### src/rtl/ama_riscv_perf_cnt.sv
// Performance counter block: cycle, retired-instruction and ID-stall counters
// behind a small CSR window, with overflow flags and coherent LO/HI reads.
module ama_riscv_perf_cnt #(
  parameter int unsigned CNT_W = 64
) (
  input  logic        clk,
  input  logic        rst,
  input  logic        inst_wb_nop_or_clear,
  input  logic        stall_id,
  input  logic        mmio_reset_cnt,
  input  logic        csr_we,
  input  logic        csr_re,
  input  logic [3:0]  csr_addr,
  input  logic [31:0] csr_wdata,
  output logic [31:0] csr_rdata,
  output logic        csr_rvalid
);

  localparam int unsigned HI_W  = CNT_W - 32;
  localparam int unsigned N_CNT = 3;

  typedef enum logic {STOPPED, RUNNING} state_t;

  state_t               state;
  logic [CNT_W-1:0]     cnt     [N_CNT];
  logic [CNT_W-1:0]     cnt_nxt [N_CNT];
  logic [CNT_W:0]       sum     [N_CNT];
  logic [31:0]          shadow  [N_CNT];
  logic [N_CNT-1:0]     ovf;
  logic [N_CNT-1:0]     ovf_nxt;
  logic [N_CNT-1:0]     ev;
  logic                 ctrl_we;
  logic                 clr;
  logic                 running;
  logic [31:0]          rd_mux;

  function automatic logic [31:0] hi_ext(input logic [HI_W-1:0] v);
    return 32'(v);
  endfunction

  assign ctrl_we = csr_we && (csr_addr == 4'd0);
  assign clr     = mmio_reset_cnt || (ctrl_we && csr_wdata[1]);
  assign running = (state == RUNNING);
  // index 0 = cycle, 1 = instr, 2 = stall
  assign ev      = {stall_id, ~inst_wb_nop_or_clear, 1'b1};

  // Per-counter next value: a CSR half-load wins over the increment and never flags overflow
  always_comb begin
    ovf_nxt = ovf;
    for (int unsigned i = 0; i < N_CNT; i++) begin
      sum[i]     = {1'b0, cnt[i]} + (CNT_W+1)'(1);
      cnt_nxt[i] = cnt[i];
      if (csr_we && (csr_addr == 4'(2*i+1))) begin
        cnt_nxt[i][31:0] = csr_wdata;
      end else if (csr_we && (csr_addr == 4'(2*i+2))) begin
        cnt_nxt[i][CNT_W-1:32] = csr_wdata[HI_W-1:0];
      end else if (running && ev[i]) begin
        cnt_nxt[i] = sum[i][CNT_W-1:0];
        ovf_nxt[i] = ovf[i] | sum[i][CNT_W];
      end
    end
  end

  // Read mux over the pre-update register values; HI words come from the shadows
  always_comb begin
    rd_mux = '0;
    case (csr_addr)
      4'd0:    rd_mux = {27'd0, ovf, 1'b0, running};
      4'd1:    rd_mux = cnt[0][31:0];
      4'd2:    rd_mux = shadow[0];
      4'd3:    rd_mux = cnt[1][31:0];
      4'd4:    rd_mux = shadow[1];
      4'd5:    rd_mux = cnt[2][31:0];
      4'd6:    rd_mux = shadow[2];
      default: rd_mux = '0;
    endcase
  end

  // Run/stop FSM and registered CSR read port; a CTRL write only affects the next cycle
  always_ff @(posedge clk) begin
    if (rst) begin
      state      <= RUNNING;
      csr_rdata  <= '0;
      csr_rvalid <= 1'b0;
    end else begin
      if (ctrl_we) begin
        state <= csr_wdata[0] ? RUNNING : STOPPED;
      end
      csr_rvalid <= csr_re;
      if (csr_re) begin
        csr_rdata <= rd_mux;
      end
    end
  end

  // Counters, overflow flags and HI shadows; clear beats load and increment
  always_ff @(posedge clk) begin
    if (rst) begin
      ovf <= '0;
      for (int unsigned i = 0; i < N_CNT; i++) begin
        cnt[i]    <= '0;
        shadow[i] <= '0;
      end
    end else begin
      ovf <= clr ? '0 : ovf_nxt;
      for (int unsigned i = 0; i < N_CNT; i++) begin
        cnt[i] <= clr ? '0 : cnt_nxt[i];
        if (csr_re && (csr_addr == 4'(2*i+1))) begin
          shadow[i] <= hi_ext(cnt[i][CNT_W-1:32]);
        end
      end
    end
  end

endmodule
### config.mk
export PLATFORM = sky130hd
export DESIGN_NAME = ama_riscv_perf_cnt
export DESIGN_NICKNAME = d
export VERILOG_FILES = /design/src/rtl/ama_riscv_perf_cnt.sv
export SDC_FILE = /design/constraint.sdc
export NUM_CORES = 1
export LEC_CHECK = 0
export ABC_AREA = 1
export CAP_MARGIN = 20
export CORE_MARGIN = 4
export CORE_UTILIZATION = 25
export CTS_BUF_LIST = sky130_fd_sc_hd__clkbuf_8
export CTS_CLUSTER_DIAMETER = 40
export DETAILED_ROUTE_END_ITERATION = 8
export HOLD_SLACK_MARGIN = 0.06
export PLACE_DENSITY = 0.45
export SLEW_MARGIN = 20
export SYNTH_ARGS = -nofsm -noshare
export SYNTH_HDL_FRONTEND = slang
export SYNTH_SLANG_ARGS = --single-unit
### constraint.sdc
create_clock -name clk -period 7.9 [get_ports clk]
set_input_delay 1.185 -clock clk [delete_from_list [all_inputs] [get_ports clk]]
set_output_delay 1.185 -clock clk [all_outputs]
set_load 0.05 [all_outputs]
**Yosys cells after proc, flatten, opt, wreduce, memory -nomap -nowiden**

Memory sizes are Yosys's and may differ from the RTL's.
Cells that the tools add are included.
W data, S select, Z words.

- Bitwise logic cells: 16
- Reductions and logical operators: 19
- Add/subtract/negate cells: 3
- Equal/unequal tests: 6
- Mux-type cells: 38

Operators with widths:

| cell | number |
|---|---|
| $mux W64 | 9 |
| $mux W32 | 15 |
| $pmux W32 S7 | 1 |
| $add A64 B1 Y65 const B | 3 |
| $logic_and A1 B1 Y1 | 13 |
| $mux W1 | 13 |
| $eq A4 B3 Y1 const B | 3 |
| $or A1 B1 Y1 | 9 |
| $reduce_and A3 Y1 | 3 |
| $eq A4 B2 Y1 const B | 2 |
| $not A1 Y1 | 7 |
| $eq A4 B1 Y1 const B | 1 |
| $logic_not A4 Y1 | 1 |
| $reduce_or A2 Y1 | 1 |
| $logic_or A1 B1 Y1 | 1 |

- Output and inout port bits: 33
- Memory bits (writable): 288
- Register bits: 37
- Memories kept: 2

Memory list:

| name | depth | bits a word | read ports | clocked after memory_dff | wr ports | line | text |
|---|---|---|---|---|---|---|---|
| cnt | 3 | 64 | 3 | 0 | 3 | 25 | `logic [CNT_W-1:0] cnt [N_CNT];` |
| shadow | 3 | 32 | 3 | 0 | 3 | 28 | `logic [31:0] shadow [N_CNT];` |

**Depth between registers and ports, before layout**

Gate-level depths: netlist of run 1.

- Word-level depth: 7
- Depth in mapped cells: 12
- Depth with buffers taken out: 12

**Worst setup path after synthesis of run 1**

Ideal clock, no wire load.

- Path kind: input to register
- Start point: input port csr_addr[3]
- End point: memory shadow[1][0], in the netlist shadow[0][32], enable pin
- Data arrival time: 4079 ps
- Buffers on the path: 1
- Setup time: 466 ps
- Stages on the path: 4
- Path slack: 3356 ps
- Cell sequence: nor2_1 > nand3_1 > clkbuf_1 > o21ai_0

RTL lines:

| item | line | text |
|---|---|---|
| start: declaration | 13 | `input logic [3:0] csr_addr,` |
| end: declaration | 28 |  |

==> results of run 1 <==
-- per-stage QoR --
stage | power, W | utilization (%) | hold slack, ps | cells | area [µm²]
CTS | 0.00444 | 29.8 | 466 | 4505 | 24000
global route | 0.00456 | 29.8 | 480 | 4510 | 24100
finish | 0.00441 | 29.8 | 464 | 4511 | 24100
floorplan | 0.00195 | - | 436 | 3336 | 20500
detailed placement | 0.00211 | 27.6 | 457 | 4366 | 22300
global placement | 0.00211 | 27.6 | 453 | 4366 | 22300
-- metal layers --
layer / up-vias / wire length (µm) / GRT usage (%)
met5: - / 0 / 0
met1: 10800 / 45800 / 31.5
met4: 0 / 4450 / 9.61
met3: 162 / 7350 / 4.00
met2: 878 / 43000 / 34.9
li1: 10900 / - / -
-- worst register-to-register path: cells and delay by family (launching register included) --
| family | cells | cell delay, ps |
|---|---|---|
| and+or+nand+nor | 4 | 1690 |
| DFF | 1 | 510 |
| buffers and inverters | 1 | 280 |
| AOI/OAI and AO/OA | 1 | 210 |
-- state kept, by name, summed over array words and instances, names as in the netlist --
register    flops
ovf             3
running         1
csr_rvalid      1
csr_rdata      32
shadow         96
cnt           192
-- cell type report --
class | instances | area [µm²] | area share, %
clock inverters | 55 | 614 | 2.55
multi-input cells | 2552 | 11300 | 46.9
inverters | 328 | 1240 | 5.13
repair buffers | 103 | 1000 | 4.15
well taps | 1060 | 1330 | 5.50
diodes | 4 | 10.0 | 0.0415
flip-flops and latches | 325 | 7470 | 31.0
clock buffers | 84 | 1160 | 4.79
-- power by group --
part	internal, W	switching (W)	total (W)
registers	0.00175	0.0000245	0.00177
logic	0.0000723	0.000237	0.000310
clock network	0.00141	0.000923	0.00233
total	0.00323	0.00118	0.00441
-- path summary, 6_finish.rpt --
| kind | startpoint | endpoint | slack, ps |
|---|---|---|---|
| max | csr_addr[2] | cnt[0][185]$_SDFFE_PP0P_ | 3880 |
| min | csr_rdata[30]$_SDFFE_PP0P_ | csr_rdata[30]$_SDFFE_PP0P_ | 460 |
| max reg2reg | running$_SDFFE_PP1N_ | ovf[1]$_SDFFE_PP0P_ | 5150 |
| min reg2reg | csr_rdata[30]$_SDFFE_PP0P_ | csr_rdata[30]$_SDFFE_PP0P_ | 460 |
-- synth_stat cells (all sizes together), types with 33 or more instances --
library cell	number
inv	327
edfxtp	96
nand4	58
dfxtp	229
a21oi	340
o21ai	199
clkbuf	87
buf	44
nor2	428
nand3	181
nand2	1199
xor2	33
-- logic make-up (layout without fill, tap and decap cells) --
group,Yosys count,in the layout
compound gates,594,594
xor+xnor,50,50
fa+ha+maj,3,3
buf+inv,459,570
flops,325,325
other cells,0,4
simple gates,1905,1905
==> impl_metrics.toml, run 1 <==
[global_routing]
grt_pass1_vias = 21000
grt_max_degree = 86
grt_overflow = 0
grt_util_all_layers_pct = 22.8
antenna_found_initial = 1
grt_pass1_wl_mm = 146

[die]
core_area_mm2 = 0.0808
initial_core_util_pct = 25.3
rows = 104
die_h_um = 294
ios = 76
die_x_um = 294
dieArea_mm2 = 0.0865

[clocking]
cts_buffers = 76
holdBufCountCts = 0
h-tree-depth = 3
cts_resized = 0
cts.clk_slew.worst_paths_ps = 60
cts.path.max_buffers = 3
clock-root-buffer = "clkbuf_8"
cts_setup_buffers = 0
cts_sinks = 325
worstSkewPairLatency_ps = 690
cts_tree = "done"

[yosys]
synth_top_cell_by_area = "dfxtp_1"
yosysWarnings = 0
synth_top_family_by_area = "simple AND/OR/NAND/NOR gates"
syn_inst = 3336
yosys_most_used_dff = "dfxtp_1"
synth-simple-area-share_pct = 37.5
synthAdderAreaFrac_pct = 0.183
synth_compound_area_share_pct = 15.1
synth_xor_xnor_area_share_pct = 2.14
synthMuxAreaShare_pct = 0
synth.ff_latch_count = 325
yosysSeqAreaShare_pct = 36.5
async_flop_share_pct = 0
synth_top_area_share_pct = 22.4
synth_area_per_cell_um2 = 6.14
synth_fp_nets = 3382
synth.distinct_cells = 36
synthTopCellsByArea = "dfxtp_1 (22%), nand2_1 (22%), edfxtp_1 (14%), a21oi_1 (8.3%), nor2_1 (7.6%)"
synth-edff-count = 96
synth_area_mm2 = 0.0205

[run]
cap_violations = 0

[timing]
final.setup.worst_slack_ps = 3880
rsz0062_at_grt = "false"
relSlewSlack_pct = 33.5
tns_ps = 0
worst_slew_pin_slew_ps = 988
max_freq_mhz = 249
finalHoldViolations = 0
finalCriticalPeriod_ps = 4020
setup_viol_count_final = 0
post-route-period-util_pct = 50.8
slew_viol_final = 0
clock_skew_ps = 53.8

[placed_design]
io_buffers = 75
gp_congestion = 0.949
dp_slack_ps = 3260
place_hpwl_mm = 75.1

[critical_path]
cpLargestDelayFamily = "buffers and inverters"
worstSetupPathDepth = 11
crit_arrival_ps = 4590
cp_slowest_cell = "clkinv_2"
crit_chain = "clkdlybuf4s50_1, inv_2, nor2_4, nand2_1, nor2_4, inv_2, a21oi_2, clkinv_2, a21oi_1, nand2_1, a21oi_1"
endpoint_kind = "flip-flop"
cp.required_ps = 8470
ff2ff_path_depth = 6
start_kind = "input port"
worst-path-max-fanout = 61
worst-path-buf-inv = 4
slowest_delay_ps = 710
critical_path_class = "in2reg"

[layout]
final_nets = 3432
final_common_cell = "nand2_1"
fill_cells = 9104
syn2layout_area_growth_pct = 17.8
most-common-layout-cells = "nand2_1 (1199), nor2_1 (416), a21oi_1 (338), inv_1 (295), dfxtp_1 (229)"
final_layout_size_suffix_gt1_share_pct = 6.47

[hold_path]
hold_depth = 2
hold_path_class = "reg2reg"

[outcome]
status = "finished, final reports clean"

[detailed_routing]
viasPerCell = 5.04
drc = 0
dr.pass1.iters = 6
drt-initial-drc-count = 2360
drtAntennaViolNets = 0
avgRoutedWirePerCell_um = 22.3
wirelength_mm = 101
vias = 22700

[pwr]
leakage_nw = 8.27
p_per_area_mw_per_mm2 = 183
peakVddDrop_uv = 89.1
Note: power is estimated with default switching activity, not from simulation.
==> run 2, diff against run 1 <==
- clock period: 7.9 -> 3.82 ns (I/O delays scaled with it)
==> run 2 against run 1 <==
  * Global-route usage increased by 0.66 points
  * Highest routed layer unchanged
  * Combinational power increased by 110%
  * Clock-buffer cell count increased by 6
  * Non-clock buffer count increased by 17
  * Die area unchanged
  * Register-to-register slack got worse by 4300 ps
  * Clock power increased by 110%
  * Clock skew decreased by 15 ps
  * Core utilization increased by 0.28 points
==> impl_metrics.toml, run 2 (synthesis results as in run 1) <==
[timing]
relSlewSlack_pct = 36.3
whs_ps = 464
finalCriticalPeriod_ps = 2940
clock_skew_ps = 38.6
tns_ps = 0
rsz0062_at_grt = "false"
post-route-period-util_pct = 76.8
setup_viol_count_final = 0
finalHoldViolations = 0
max_freq_mhz = 341
slew_viol_final = 0
worst_slew_pin_slew_ps = 954

[hold_path]
min_to = "csr_rdata[28]$_SDFFE_PP0P_"
hold_depth = 2
hold_path_class = "reg2reg"
hold_start = "csr_rdata[28]$_SDFFE_PP0P_"

[clocking]
cts.clk_slew.worst_paths_ps = 60
h-tree-depth = 3
holdBufCountCts = 0
cts_buffers = 78
cts.path.max_buffers = 3
worstSkewPairLatency_ps = 690
cts_resized = 0
cts_sinks = 325
clock-root-buffer = "clkbuf_8"
cts_tree = "done"
cts_setup_buffers = 0

[layout]
biggestRegsByFlops = "cnt: 192 flops, shadow: 96 flops, csr_rdata: 32 flops"
largest_reg_flops = 192
most-common-layout-cells = "nand2_1 (1199), nor2_1 (416), a21oi_1 (338), inv_1 (282), dfxtp_1 (229)"
final_common_cell = "nand2_1"
top_register = "cnt"
final_layout_size_suffix_gt1_share_pct = 7.29
syn2layout_area_growth_pct = 18.9
final_nets = 3451

[placed_design]
gp_congestion = 0.984
io_buffers = 75
place_hpwl_mm = 78.2

[critical_path]
worst-path-max-fanout = 19
endpoint_kind = "flip-flop"
ff2ff_path_depth = 7
rrSetupSlack_ps = 880
cp.required_ps = 4400
start_kind = "flip-flop"
crit_arrival_ps = 3520
critical_path_class = "reg2reg"
r2r-end = "cnt[0][94]$_SDFFE_PP0P_"
r2r-start = "running$_SDFFE_PP1N_"

[pwr]
seqPwrFrac_pct = 39.6
switchingPower_w = 0.00246
switching_share_pct = 26.5
leakage_nw = 8.34
fin_total_pwr_w = 0.00927
p_per_area_mw_per_mm2 = 381
internal_power_w = 0.00681
peakVddDrop_uv = 189
clkPwrFrac_pct = 53.4
combPwrFrac_pct = 7.1

[die]
ios = 76
dieArea_mm2 = 0.0865
core_area_mm2 = 0.0808
die_h_um = 294
die_x_um = 294
initial_core_util_pct = 25.3
rows = 104

[run]
cap_violations = 0

[global_routing]
grt_max_degree = 97
grt_overflow = 0
grt_util_all_layers_pct = 23.4
antenna_found_initial = 7
grt_pass1_wl_mm = 149
grt_pass1_vias = 21000

[detailed_routing]
avgRoutedWirePerCell_um = 22.8
dr.pass1.iters = 6
drt-initial-drc-count = 2284
vias = 22800
drtAntennaViolNets = 0
viasPerCell = 5.02
drc = 0
wirelength_mm = 104

[outcome]
status = "finished, final reports clean"
==> run 2: worst max-delay path by stage <==
stage                                     from  slack (ps)                         end  cells past startpoint
after global routing      running$_SDFFE_PP1N_         800     cnt[0][95]$_SDFFE_PP0P_                      7
after floorplan                    csr_addr[3]         110  shadow[0][0]$_SDFFCE_PN0P_                      3
after CTS                 running$_SDFFE_PP1N_         990     cnt[0][94]$_SDFFE_PP0P_                      7
final                     running$_SDFFE_PP1N_         880     cnt[0][94]$_SDFFE_PP0P_                      7
after global placement             csr_addr[3]         580     cnt[0][26]$_SDFFE_PP0P_                     10
after detailed placement           csr_addr[3]         570     cnt[0][25]$_SDFFE_PP0P_                     10
==> run 2: power by group through the flow <==
stage	Clock, W	Combinational (W)	Sequential, W
final	0.00495	0.000655	0.00367
after global routing	0.00520	0.000691	0.00367
after CTS	0.00504	0.000648	0.00367
after detailed placement	0	0.000646	0.00374
after global placement	0	0.000647	0.00374
after floorplan	0	0.000305	0.00373
==> run 2: area by class of cell <==
type | count | area [µm²]
antenna | 5 | 12.5
clock buffer | 90 | 1240
clock inverter | 54 | 601
fill | 9094 | 56500
inverter | 328 | 1240
multi-input combinational | 2552 | 11300
sequential | 325 | 7470
tap | 1060 | 1330
timing repair buffer | 120 | 1160
==> run 2: through the flow <==
step | worst slack (ps) | cell area (µm²) | util, % | cells
finish | 885 | 24300 | 30.1 | 4534
global route | 805 | 24300 | 30.1 | 4530
CTS | 993 | 24300 | 30.1 | 4529
detailed placement | 567 | 22500 | 27.8 | 4385
global placement | 581 | 22500 | 27.8 | 4385
floorplan | 114 | 20500 | - | 3336
==> run 2: critical path, stage by stage, from the launching register on <==
cell	delay, ps
dfxtp_1	550
inv_1	320
nor2_1	320
nand2_1	250
nor2_2	790
buf_4	350
nand2_1	90
a31oi_1	150
==> run 2: layer usage <==
metal	wire length, µm	GRT usage, %
met1	47800	33.5
met2	43900	35.4
met3	7930	3.57
met4	4000	9.28
met5	0	0
==> run 3, diff against run 2 <==
- clock period: 3.82 -> 2.87 ns (I/O delays scaled with it)
==> run 3 against run 2 <==
  * Final area up 3.2%
  * Clock-buffer cell count down 3
  * Highest routed layer is now met5
  * Combinational power up 48%
  * Power up 29%
  * Global-route usage up 0.30 points
  * Worst setup slack worse by 560 ps
==> impl_metrics.toml, run 3 (synthesis results as in run 1) <==
[layout]
final_common_cell = "nand2_1"
top_register = "cnt"
ff_latch_area_mm2 = 0.00747
biggestRegsByFlops = "cnt: 192 flops, shadow: 96 flops, csr_rdata: 32 flops"
fill_cells = 9036
multi_input_area_mm2 = 0.0113
most-common-layout-cells = "nand2_1 (1199), nor2_1 (416), a21oi_1 (338), inv_1 (285), dfxtp_1 (229)"
syn2layout_area_growth_pct = 22.6
final_nets = 3535
final_layout_size_suffix_gt1_share_pct = 9.26
largest_reg_flops = 192
stdcell_area_mm2 = 0.0251

[critical_path]
worst-path-max-fanout = 2
endpoint_kind = "primary output"
cpLargestDelayFamily = "buffers and inverters"
crit_arrival_ps = 2120
crit_chain = "clkdlybuf4s50_1"
rrSetupSlack_ps = 330
worst-path-buf-inv = 1
cp.required_ps = 2440
start_kind = "flip-flop"
r2r-start = "cnt[0][64]$_SDFFE_PP0P_"
cp_slowest_cell = "clkdlybuf4s50_1"
critical_path_class = "reg2out"
r2r-end = "cnt[0][102]$_SDFFE_PP0P_"
slowest_delay_ps = 890
ff2ff_path_depth = 10

[clocking]
cts_resized = 0
cts_tree = "done"
clock-root-buffer = "clkbuf_8"
cts.clk_slew.worst_paths_ps = 60
worstSkewPairLatency_ps = 670
cts_sinks = 325
h-tree-depth = 3
cts_buffers = 76
cts.path.max_buffers = 3
cts_setup_buffers = 0
holdBufCountCts = 0

[pwr]
switchingPower_w = 0.00327
switching_share_pct = 27.4
seqPwrFrac_pct = 40.8
internal_power_w = 0.00869
combPwrFrac_pct = 8.1
p_per_area_mw_per_mm2 = 476
peakVddDrop_uv = 215
leakage_nw = 8.79
clkPwrFrac_pct = 51.1

[detailed_routing]
wirelength_mm = 106
drt-initial-drc-count = 2590
vias = 23200
avgRoutedWirePerCell_um = 22.9
drtAntennaViolNets = 0
viasPerCell = 5.03
dr.pass1.iters = 5
drc = 0

[hold_path]
hold_path_class = "in2reg"
min_to = "csr_rvalid$_SDFF_PP0_"
hold_depth = 2
hold_start = "rst"

[global_routing]
antenna_found_initial = 11
grt_pass1_wl_mm = 149
grt_max_degree = 41
grt_overflow = 0
grt_util_all_layers_pct = 23.7
grt_pass1_vias = 21400

[timing]
relSlewSlack_pct = 32.4
tns_ps = 0
worst_slew_pin_slew_ps = 1010
setup_viol_count_final = 0
max_freq_mhz = 393
post-route-period-util_pct = 88.7
finalCriticalPeriod_ps = 2550
slew_viol_final = 0
rsz0062_at_grt = "false"
finalHoldViolations = 0
clock_skew_ps = 52.6

[die]
initial_core_util_pct = 25.3
die_h_um = 294
die_x_um = 294
core_area_mm2 = 0.0808
dieArea_mm2 = 0.0865
rows = 104
ios = 76

[placed_design]
gp_congestion = 0.964
place_hpwl_mm = 81.5
placed_area_mm2 = 0.0234
io_buffers = 75

[outcome]
status = "finished, final reports clean"

[run]
cap_violations = 0
run 3: cell types whose count changed in the layout (fill, tap and decap cells not counted), moves of 3 or more:
cell	before	now
buf_4	39	103
clkinv_1	7	11
clkbuf_8	90	87
clkinvlp_4	11	8
buf_12	6	28
inv_1	282	285
bufinv_16	13	9
run 3: routing by layer:
layer	GRT usage, %	routed length [µm]
met5	0	13
met4	10.8	4830
met3	4.47	8570
met2	35.5	44200
met1	33.1	48200
run 3: power by group through the flow:
| stage | combinational (W) | clock (W) | sequential, W |
|---|---|---|---|
| detailed placement | 0.000948 | 0 | 0.00497 |
| finish | 0.000967 | 0.00611 | 0.00488 |
| floorplan | 0.000407 | 0 | 0.00497 |
| global placement | 0.000952 | 0 | 0.00497 |
| CTS | 0.000953 | 0.00622 | 0.00488 |
| global route | 0.00101 | 0.00645 | 0.00488 |
run 3: worst max-delay path by stage:
stage / start / end / slack, ps / cells after the start
floorplan: csr_addr[3] / shadow[0][0]$_SDFFCE_PN0P_ / 170 / 3
global placement: csr_addr[3] / csr_rdata[11]$_SDFFE_PP0P_ / 70 / 13
detailed placement: csr_addr[3] / csr_rdata[11]$_SDFFE_PP0P_ / 80 / 13
CTS: csr_rdata[5]$_SDFFE_PP0P_ / csr_rdata[5] / 330 / 1
global route: cnt[0][136]$_SDFFE_PP0P_ / cnt[0][189]$_SDFFE_PP0P_ / 240 / 9
finish: csr_rdata[2]$_SDFFE_PP0P_ / csr_rdata[2] / 320 / 1
run 3: per-stage QoR:
stage | setup WS, ps | power, W | util (%) | std cells | hold WS (ps)
5_1_grt | 241 | 0.0123 | 31.1 | 4613 | 218
2_1_floorplan | 172 | 0.00538 | - | 3336 | 436
6_report | 323 | 0.0120 | 31.1 | 4616 | 205
3_3_place_gp | 70.3 | 0.00593 | 29.0 | 4471 | 453
3_5_place_dp | 76.9 | 0.00592 | 29.0 | 4471 | 457
4_1_cts | 331 | 0.0121 | 31.1 | 4612 | 154
run 3: area by class of cell:
cell class | instances | area share (%)
clock inverters | 54 | 1.96
flip-flops and latches | 325 | 29.7
multi-input cells | 2552 | 45.0
well taps | 1060 | 5.28
clock buffers | 87 | 4.77
inverters | 328 | 4.92
diodes | 4 | 0.0399
repair buffers | 206 | 8.28
